<file path="src/rtl/dcache_ctrl_if.sv">
// CPU memory-stage and data-memory signals of the data cache controller.
// master = pipeline plus memory side, slave = the cache controller.
interface dcache_ctrl_if #(
  parameter int unsigned DATA_WIDTH = 32,
  parameter int unsigned ADDR_WIDTH = 32
);
  logic                  cpu_req;
  logic                  cpu_we;
  logic [ADDR_WIDTH-1:0] cpu_addr;
  logic [DATA_WIDTH-1:0] cpu_wdata;
  logic [DATA_WIDTH-1:0] cpu_rdata;
  logic                  cpu_stall;
  logic                  mem_req;
  logic                  mem_we;
  logic [ADDR_WIDTH-1:0] mem_addr;
  logic [DATA_WIDTH-1:0] mem_wdata;
  logic [DATA_WIDTH-1:0] mem_rdata;
  logic                  mem_ack;

  modport master (
    output cpu_req, cpu_we, cpu_addr, cpu_wdata,
    input  cpu_rdata, cpu_stall,
    input  mem_req, mem_we, mem_addr, mem_wdata,
    output mem_rdata, mem_ack
  );

  modport slave (
    input  cpu_req, cpu_we, cpu_addr, cpu_wdata,
    output cpu_rdata, cpu_stall,
    output mem_req, mem_we, mem_addr, mem_wdata,
    input  mem_rdata, mem_ack
  );
endinterface

</file>
<file path="src/rtl/dcache_ctrl.sv">
// Direct-mapped, write-through, no-write-allocate data cache controller
// with a req/ack memory handshake and saturating hit/miss counters.
module dcache_ctrl #(
  parameter int unsigned DATA_WIDTH = 32,
  parameter int unsigned ADDR_WIDTH = 32,
  parameter int unsigned IDX_BITS   = 3,
  parameter int unsigned CNT_WIDTH  = 16
) (
  input  logic                 clk,
  input  logic                 rst,
  dcache_ctrl_if.slave         bus,
  output logic [CNT_WIDTH-1:0] hit_cnt,
  output logic [CNT_WIDTH-1:0] miss_cnt
);
  localparam int unsigned SETS     = 1 << IDX_BITS;
  localparam int unsigned TAG_BITS = ADDR_WIDTH - IDX_BITS - 2;

  typedef enum logic [1:0] {IDLE, FILL, WRITE, DONE} state_t;

  state_t                state;
  logic [SETS-1:0]       valid;
  logic [TAG_BITS-1:0]   tag_mem  [SETS];
  logic [DATA_WIDTH-1:0] data_mem [SETS];

  logic [IDX_BITS-1:0]   idx, lat_idx;
  logic [TAG_BITS-1:0]   tag, lat_tag;
  logic                  hit, lat_hit, lat_load, ack_ok, line_we;
  logic [DATA_WIDTH-1:0] resp_buf, line_wdata, cpu_rdata;
  logic                  cpu_stall;
  logic                  mem_req, mem_we;
  logic [ADDR_WIDTH-1:0] mem_addr;
  logic [DATA_WIDTH-1:0] mem_wdata;

  function automatic logic [CNT_WIDTH-1:0] sat_inc(input logic [CNT_WIDTH-1:0] c);
    return (c == '1) ? c : c + CNT_WIDTH'(1);
  endfunction

  assign idx     = bus.cpu_addr[IDX_BITS+1:2];
  assign tag     = bus.cpu_addr[ADDR_WIDTH-1:IDX_BITS+2];
  // The latched word address doubles as the line index/tag of the pending access.
  assign lat_idx = mem_addr[IDX_BITS+1:2];
  assign lat_tag = mem_addr[ADDR_WIDTH-1:IDX_BITS+2];
  assign hit     = bus.cpu_req & valid[idx] & (tag_mem[idx] == tag);
  assign ack_ok  = bus.mem_ack & mem_req;

  assign line_we    = !rst && ack_ok && ((state == FILL) || (state == WRITE && lat_hit));
  assign line_wdata = (state == FILL) ? bus.mem_rdata : mem_wdata;

  always_ff @(posedge clk) begin
    if (line_we) begin
      data_mem[lat_idx] <= line_wdata;
      tag_mem[lat_idx]  <= lat_tag;
    end
  end

  always_comb begin
    cpu_stall = 1'b0;
    cpu_rdata = '0;
    unique case (state)
      IDLE: begin
        if (bus.cpu_req) begin
          if (hit && !bus.cpu_we) cpu_rdata = data_mem[idx];
          else                    cpu_stall = 1'b1;
        end
      end
      FILL, WRITE: cpu_stall = 1'b1;
      DONE:        if (lat_load) cpu_rdata = resp_buf;
      default:     cpu_stall = 1'b0;
    endcase
  end

  always_ff @(posedge clk) begin
    if (rst) begin
      state     <= IDLE;
      valid     <= '0;
      hit_cnt   <= '0;
      miss_cnt  <= '0;
      mem_req   <= 1'b0;
      mem_we    <= 1'b0;
      mem_addr  <= '0;
      mem_wdata <= '0;
      resp_buf  <= '0;
      lat_hit   <= 1'b0;
      lat_load  <= 1'b0;
    end else begin
      unique case (state)
        IDLE: begin
          if (bus.cpu_req) begin
            if (hit) hit_cnt  <= sat_inc(hit_cnt);
            else     miss_cnt <= sat_inc(miss_cnt);
            if (bus.cpu_we || !hit) begin
              mem_req  <= 1'b1;
              mem_we   <= bus.cpu_we;
              mem_addr <= {bus.cpu_addr[ADDR_WIDTH-1:2], 2'b00};
              lat_hit  <= hit;
              lat_load <= !bus.cpu_we;
              if (bus.cpu_we) begin
                mem_wdata <= bus.cpu_wdata;
                state     <= WRITE;
              end else begin
                state <= FILL;
              end
            end
          end
        end
        FILL: begin
          if (ack_ok) begin
            valid[lat_idx] <= 1'b1;
            resp_buf       <= bus.mem_rdata;
            mem_req        <= 1'b0;
            state          <= DONE;
          end
        end
        WRITE: begin
          if (ack_ok) begin
            mem_req <= 1'b0;
            mem_we  <= 1'b0;
            state   <= DONE;
          end
        end
        DONE:    state <= IDLE;
        default: state <= IDLE;
      endcase
    end
  end

  assign bus.cpu_stall = cpu_stall;
  assign bus.cpu_rdata = cpu_rdata;
  assign bus.mem_req   = mem_req;
  assign bus.mem_we    = mem_we;
  assign bus.mem_addr  = mem_addr;
  assign bus.mem_wdata = mem_wdata;
endmodule

</file>
<file path="src/flat_wrapper.sv">
// flat-port wrapper written by rule: the top's interface ports become plain ports
module dcache_ctrl_flat 
#(
  parameter int unsigned DATA_WIDTH = 32,
  parameter int unsigned ADDR_WIDTH = 32,
  parameter int unsigned IDX_BITS   = 3,
  parameter int unsigned CNT_WIDTH  = 16
)
  (clk, rst, hit_cnt, miss_cnt, bus_cpu_req, bus_cpu_we, bus_cpu_addr, bus_cpu_wdata, bus_cpu_rdata, bus_cpu_stall, bus_mem_req, bus_mem_we, bus_mem_addr, bus_mem_wdata, bus_mem_rdata, bus_mem_ack);
  dcache_ctrl_if #(.DATA_WIDTH(DATA_WIDTH), .ADDR_WIDTH(ADDR_WIDTH)) bus_i ();
  input  logic clk;
  input  logic rst;
  output logic [CNT_WIDTH-1:0] hit_cnt;
  output logic [CNT_WIDTH-1:0] miss_cnt;
  input wire logic [$bits(bus_i.cpu_req)-1:0] bus_cpu_req;
  input wire logic [$bits(bus_i.cpu_we)-1:0] bus_cpu_we;
  input wire logic [$bits(bus_i.cpu_addr)-1:0] bus_cpu_addr;
  input wire logic [$bits(bus_i.cpu_wdata)-1:0] bus_cpu_wdata;
  output wire logic [$bits(bus_i.cpu_rdata)-1:0] bus_cpu_rdata;
  output wire logic [$bits(bus_i.cpu_stall)-1:0] bus_cpu_stall;
  output wire logic [$bits(bus_i.mem_req)-1:0] bus_mem_req;
  output wire logic [$bits(bus_i.mem_we)-1:0] bus_mem_we;
  output wire logic [$bits(bus_i.mem_addr)-1:0] bus_mem_addr;
  output wire logic [$bits(bus_i.mem_wdata)-1:0] bus_mem_wdata;
  input wire logic [$bits(bus_i.mem_rdata)-1:0] bus_mem_rdata;
  input wire logic [$bits(bus_i.mem_ack)-1:0] bus_mem_ack;
  assign bus_i.cpu_req = bus_cpu_req;
  assign bus_i.cpu_we = bus_cpu_we;
  assign bus_i.cpu_addr = bus_cpu_addr;
  assign bus_i.cpu_wdata = bus_cpu_wdata;
  assign bus_cpu_rdata = bus_i.cpu_rdata;
  assign bus_cpu_stall = bus_i.cpu_stall;
  assign bus_mem_req = bus_i.mem_req;
  assign bus_mem_we = bus_i.mem_we;
  assign bus_mem_addr = bus_i.mem_addr;
  assign bus_mem_wdata = bus_i.mem_wdata;
  assign bus_i.mem_rdata = bus_mem_rdata;
  assign bus_i.mem_ack = bus_mem_ack;
  dcache_ctrl #(.DATA_WIDTH(DATA_WIDTH), .ADDR_WIDTH(ADDR_WIDTH), .IDX_BITS(IDX_BITS), .CNT_WIDTH(CNT_WIDTH)) u_core (.clk(clk), .rst(rst), .bus(bus_i), .hit_cnt(hit_cnt), .miss_cnt(miss_cnt));
endmodule
</file>
<file path="config.mk">
export PLATFORM = sky130hd
export DESIGN_NAME = dcache_ctrl_flat
export DESIGN_NICKNAME = d
export VERILOG_FILES = /design/src/rtl/dcache_ctrl_if.sv /design/src/rtl/dcache_ctrl.sv /design/src/flat_wrapper.sv
export SDC_FILE = /design/constraint.sdc
export NUM_CORES = 1
export LEC_CHECK = 0
export ABC_AREA = 1
export CAP_MARGIN = 20
export CORE_AREA = 2 2 278 280
export CTS_CLUSTER_DIAMETER = 80
export DETAILED_ROUTE_END_ITERATION = 6
export DIE_AREA = 0 0 280 282
export GPL_ROUTABILITY_DRIVEN = 0
export PLACE_DENSITY = 0.61
export SKIP_CTS_REPAIR_TIMING = 1
export SKIP_LAST_GASP = 1
export SLEW_MARGIN = 20
export SYNTH_ARGS = -nofsm -noshare
export SYNTH_HDL_FRONTEND = slang
export SYNTH_SLANG_ARGS = --single-unit
</file>
<file path="constraint.sdc">
create_clock -name clk -period 9.8 [get_ports clk]
set_input_delay 2.45 -clock clk [delete_from_list [all_inputs] [get_ports clk]]
set_output_delay 2.45 -clock clk [all_outputs]
set_load 0.02 [all_outputs]
</file>
== Yosys cells after proc, flatten, opt, wreduce, memory -nomap -nowiden ==
Memory sizes are Yosys's and may differ from the RTL's.
Cells that the tools add are included.
Word-level totals
  flip-flop bits (word level): 140
  memories: 2
  output and inout bits: 131
  memory bits (writable): 472
  word-level logic and storage cells: 83
  input bits: 101
Memories
  u_core.data_mem: depth 8, width 32, read ports 1, clocked after memory_dff 0, wr ports 1, RTL line dcache_ctrl.sv:23  | logic [DATA_WIDTH-1:0] data_mem [SETS];
  u_core.tag_mem: depth 8, width 27, read ports 1, clocked after memory_dff 0, wr ports 1, RTL line dcache_ctrl.sv:22  | logic [TAG_BITS-1:0] tag_mem [SETS];
Operators by class
  muxes and demuxes: 26
  equality and inequality tests: 10
  bitwise operators: 7
  order comparisons: 3
  $add $sub $neg: 2
  reduce and logical (&&, ||, !) cells: 22
Operators by type and width (number)
  $mux W32: 4
  $pmux W32 S2: 1
  $add A16 B1 Y16 const B: 2
  $eq A16 B16 Y1 const B: 2
  $eq A27 B27 Y1: 1
  $reduce_and A4 Y1: 5
  $mux W1: 11
  $lt A3 B4 Y1 const B: 2
  $mux W2: 4
  $or A8 B8 Y8: 1
  $ne A2 B1 Y1 const B: 3
  $pmux W1 S2: 3
  $pmux W2 S3: 1
  $reduce_and A3 Y1: 2
  $logic_and A1 B1 Y1: 5
  $eq A2 B2 Y1 const B: 2
  $reduce_bool A2 Y1: 2
  $and A1 B1 Y1: 3
  $bmux W1 S3: 1
  $demux W1 S3: 1
  $ge A3 B1 Y1 const B: 1
  $logic_not A1 Y1: 3
  $not A1 Y1: 3
  $eq A2 B1 Y1 const B: 1
  other kinds (5): 6

== Depth between registers and ports, before layout ==
  depth after elaboration: 9
  mapped depth: 23
  gate-level depth less buffers: 19

== Least setup slack after synthesis ==
Ideal clock, no wire load.
  path type: in2reg
  from: in rst
  to: mem u_core.data_mem[0][0], enable pin
  path buffers: 1
  stages on the path: 4
  data required time: 9.178 ns
  data arrival time: 8.599 ns
  setup slack: 0.579 ns
  setup time: 0.622 ns
  cell sequence: clkbuf_1 -> inv_1 -> nand3_1 -> nor4_1
Between the ends
  word-level cells in the longest chain between the ends: 5
Ends and longest elaborated chain
  start: declaration: RTL line flat_wrapper.sv:12  | input logic rst;
  $logic_not A1 Y1: RTL line dcache_ctrl.sv:46  | assign line_we = !rst && ack_ok && ((state == FILL) || (state == WRITE && lat_hit));
  $logic_and A1 B1 Y1 (2 in a row): RTL line dcache_ctrl.sv:46
  $mux W1: RTL line dcache_ctrl.sv:50  | if (line_we) begin
  $mux W1 (not written as such): RTL line dcache_ctrl.sv:51  | data_mem[lat_idx] <= line_wdata;
  end: declaration: RTL line dcache_ctrl.sv:23
No other way between the ends.

== Worst setup path after layout ==
  from: in bus_cpu_addr[2]
  to: out bus_cpu_rdata[25]
Between the ends
  word-level cells in the longest chain between the ends: 8
  elaborated cells on any way between the ends: 11
  classes of those cells: eq/ne (1); mux (5); bitwise (2); reduce/logical (1); memory (2)
Ends and longest elaborated chain
  start: declaration: RTL line flat_wrapper.sv:17  | input wire logic [$bits(bus_i.cpu_addr)-1:0] bus_cpu_addr;
  parallel branches: the longest is 5 deep, another holds $mem_v2 Z8 W27
  $mux W32 (*): RTL line dcache_ctrl.sv:62  | if (hit && !bus.cpu_we) cpu_rdata = data_mem[idx];
  $mux W32 (*): RTL line dcache_ctrl.sv:61  | if (bus.cpu_req) begin
  $pmux W32 S2 (*): RTL line dcache_ctrl.sv:59  | unique case (state)
  end: declaration: RTL line flat_wrapper.sv:19  | output wire logic [$bits(bus_i.cpu_rdata)-1:0] bus_cpu_rdata;
Every way passes the cells marked *. The select of a mux whose other input is x is not followed.

==> results.txt <==
Outcome = finished, final reports clean
Total negative slack = 0 ns
Asr flop ratio synth = 0%
HP Class = reg -> reg
Pint = 0.00495 W
Critical path launch point type = input pin
Grt ovf = 0
I/O pin count = 232
Unrepaired setup endpoints after global routing = false
Crit-path most repeated cell = nand2_1
Worst-skew pair later-pin latency = 0.61 ns
Height of the die = 282 microns
Post-Syn Area = 26400 sq um
Worst setup EP type = output port
Crit path max fanout = 102
Switching Power = 0.00198 W
CTS Buf Count = 67
Post-synth top cells = 645 x nand2_1, 472 x edfxtp_1, 295 x nor2_1
Relative slew slack = 20.9%
Fmax = 114 MHz
Number of flops mapped to enable cells by yosys = 472
Die Area = 79000 sq um
Top-area cell type share of the netlist area = 53.6%
CP max stage delay = 0.68 ns
Site Rows = 101
Post-layout util = 42.1%
CTS tree = built
Max Cap Violations = 0
P&R area growth vs syn = 20.6%
Cell count after synthesis = 2719
H-tree levels = 3
First-pass GRT wire length = 113000 microns
Fin. Hold Viols = 0
Number of global-route vias before repair = 18400
Iter 0 DRT Violations = 1782
Synthesis warning total = 0
Final setup viols = 0
Area leader, netlist = edfxtp_1
Die Wd = 280 microns
Power density cells = 217 nW/um^2
Synthesized area per cell = 9.72 sq um
Period minus WS final = 8.81 ns
Detailed Routing Iterations Pass 1 = 5
Clock slew seen by the registers of the worst setup and hold paths = 0.06 ns
Antenna Nets Post-Route = 0
Worst path bufs/invs = 4
Global-route usage over all layers = 18.9%
Worst EP required = 7.35 ns
Pin count of the biggest net entering global routing = 103
Clock share of power = 37.0%
Cell variety after synth = 38
Worst-margin pin slew = 1.17 ns
Vias = 19700
Combinational power share = 16.4%
Layout cells sized above 1 = 5.58%
Hpwl dp = 44600 microns
Post-synth top flop = edfxtp_1
Setup Skew = 0.0302 ns
FF+latch count, synth = 612
Layout Nets = 3012
CP Class = in -> out
Top-count cell post-synth = nand2_1
Routed len/inst = 19.2 microns
Sequential power share = 46.6%
Clock buffer depth = 3
IO buf count = 227
Core Area = 75700 sq um
Delay-heaviest family, CP = buffers and inverters
Switching Share = 28.5%
Number of DRC violations after detailed routing = 0
Worst EP arrival = 6.36 ns
Initial core utilization = 34.9%
Slew Limit Fails = 0
Lkg Pwr = 11.8 nW
Routed WL = 75400 microns
Num Clock Sinks = 612
Area contributors post-synth = edfxtp_1 54%, dfxtp_1 11%, nand2_1 9.2%
Register area share after synthesis = 64.2%
Clock Tree Root = clkbuf_16
Critical path's slowest cell = clkdlybuf4s50_1
Tcrit/Tclk final = 89.8%
Number of antenna violations at the first check in global routing = 5
Crit path cell chain = buf_6 -> inv_6 -> nand2_1 -> nand2_1 -> nand2_1 -> nand2_1 -> nor2_1 -> nor2_1 -> nand4_1 -> nor2_1 -> nand3_1 -> nor2_4 -> buf_12 -> nand4_1 -> a21oi_1 -> clkdlybuf4s50_1
Vias per Instance = 5.01
Peak VDD IR = 0.000149 V
cell type report:
type                            count  area (sq um)
Clock inverter                     33           370
Tap cell                          978          1220
Clock buffer                       89          1860
Inverter                          282          1070
Antenna cell                        2          5.00
Sequential cell                   612         17000
Multi-Input combinational cell   1669          7760
Fill cell                        7229         43800
Timing Repair Buffer              272          2610
cell usage in the layout, fill, tap and decap left out, drive strengths merged, types with 2 or more instances in the layout:
cell type and instances:
nand2 646, edfxtp 472, nor2 298, inv 286, o21ai 242, clkdlybuf4s50 223
nand3 157, dfxtp 140, a21oi 126, clkbuf 89, o221ai 49, buf 49
nand4 42, clkinv 22, o22ai 16, o2111ai 15, nand3b 14, xor2 14
nor4 14, nor3 12, bufinv 7, ha 7, a41oi 4, xnor2 4
diode 2, a31oi 2, conb 2
worst register-to-register path: stages, from the launching register on:
cell	delay, ns
dfxtp_1	0.34
nand2_1	0.06
nand2_1	0.08
nand2_1	0.05
nand2_1	0.05
nor2_1	0.06
nor2_1	0.31
buf_4	0.22
nand2_1	0.05
nor2_1	0.08
nand2_1	0.06
nor2_1	0.10
nand2_1	0.06
nor2_2	0.38
nand2_1	0.10
nand2_1	0.10
buf_4	0.42
inv_1	0.18
buf_4	0.31
nor2_1	0.17
nor2_1	0.05
logic make-up after synthesis:
group                    count (synthesis)  share of synthesized area (%)
AND/OR/NAND/NOR                       1185                           18.4
flip-flops                             612                           64.2
buffers and inverters                  439                           6.66
XOR/XNOR                                18                          0.597
adder cells (fa/ha/maj)                  7                          0.331
AO/OA/AOI/OAI                          457                           9.74
other                                    1                         0.0142
flip-flops by register name, indices dropped and copies added (netlist names):
name / cells
u_core.data_mem: 256
u_core.tag_mem: 216
u_core.bus.mem_wdata: 32
u_core.resp_buf: 32
u_core.bus.mem_addr: 30
u_core.hit_cnt: 16
u_core.miss_cnt: 16
u_core.valid: 8
u_core.state: 2
u_core.bus.mem_req: 1
u_core.bus.mem_we: 1
u_core.lat_hit: 1
u_core.lat_load: 1
power by group through the flow:
stage / Sequential [W] / Combinational (W) / Clock [W]
final: 0.00323 / 0.00114 / 0.00256
after global routing: 0.00325 / 0.00125 / 0.00271
after CTS: 0.00323 / 0.00115 / 0.00261
after detailed placement: 0.00329 / 0.00115 / 0
after global placement: 0.00328 / 0.00114 / 0
after floorplan: 0.00331 / 0.000573 / 0
stage by stage:
step                power [W]  cells  setup slack (ns)  hold slack (ns)  area [sq um]
floorplan             0.00389   2720             0.579            0.426         26400
global placement      0.00442   3813             0.982            0.436         29600
detailed placement    0.00443   3813             0.959            0.446         29600
CTS                   0.00699   3935             0.935            0.454         31900
global route          0.00721   3936             0.701            0.480         31900
finish                0.00693   3937             0.995            0.456         31900
routing by layer:
layer	GRT usage (%)	up-vias	routed length [microns]
met5	0	-	35
li1	-	9592	-
met1	25.6	9334	33300
met2	30.7	663	34900
met3	3.99	113	5510
met4	5.51	6	1710
path summary, 6_finish.rpt:
| path | start | endpoint | slack (ns) | cells after the start |
|---|---|---|---|---|
| min | u_core.lat_load$_SDFFE_PP0P_ | u_core.lat_load$_SDFFE_PP0P_ | 0.46 | 2 |
| min reg2reg | u_core.lat_load$_SDFFE_PP0P_ | u_core.lat_load$_SDFFE_PP0P_ | 0.46 | 2 |
| max | bus_cpu_addr[2] | bus_cpu_rdata[25] | 0.99 | 16 |
| max reg2reg | u_core.valid[1]$_SDFFE_PP0P_ | u_core.bus.mem_addr[10]$_SDFFE_PP0P_ | 6.45 | 20 |
Power figures use the tool's default switching activity.
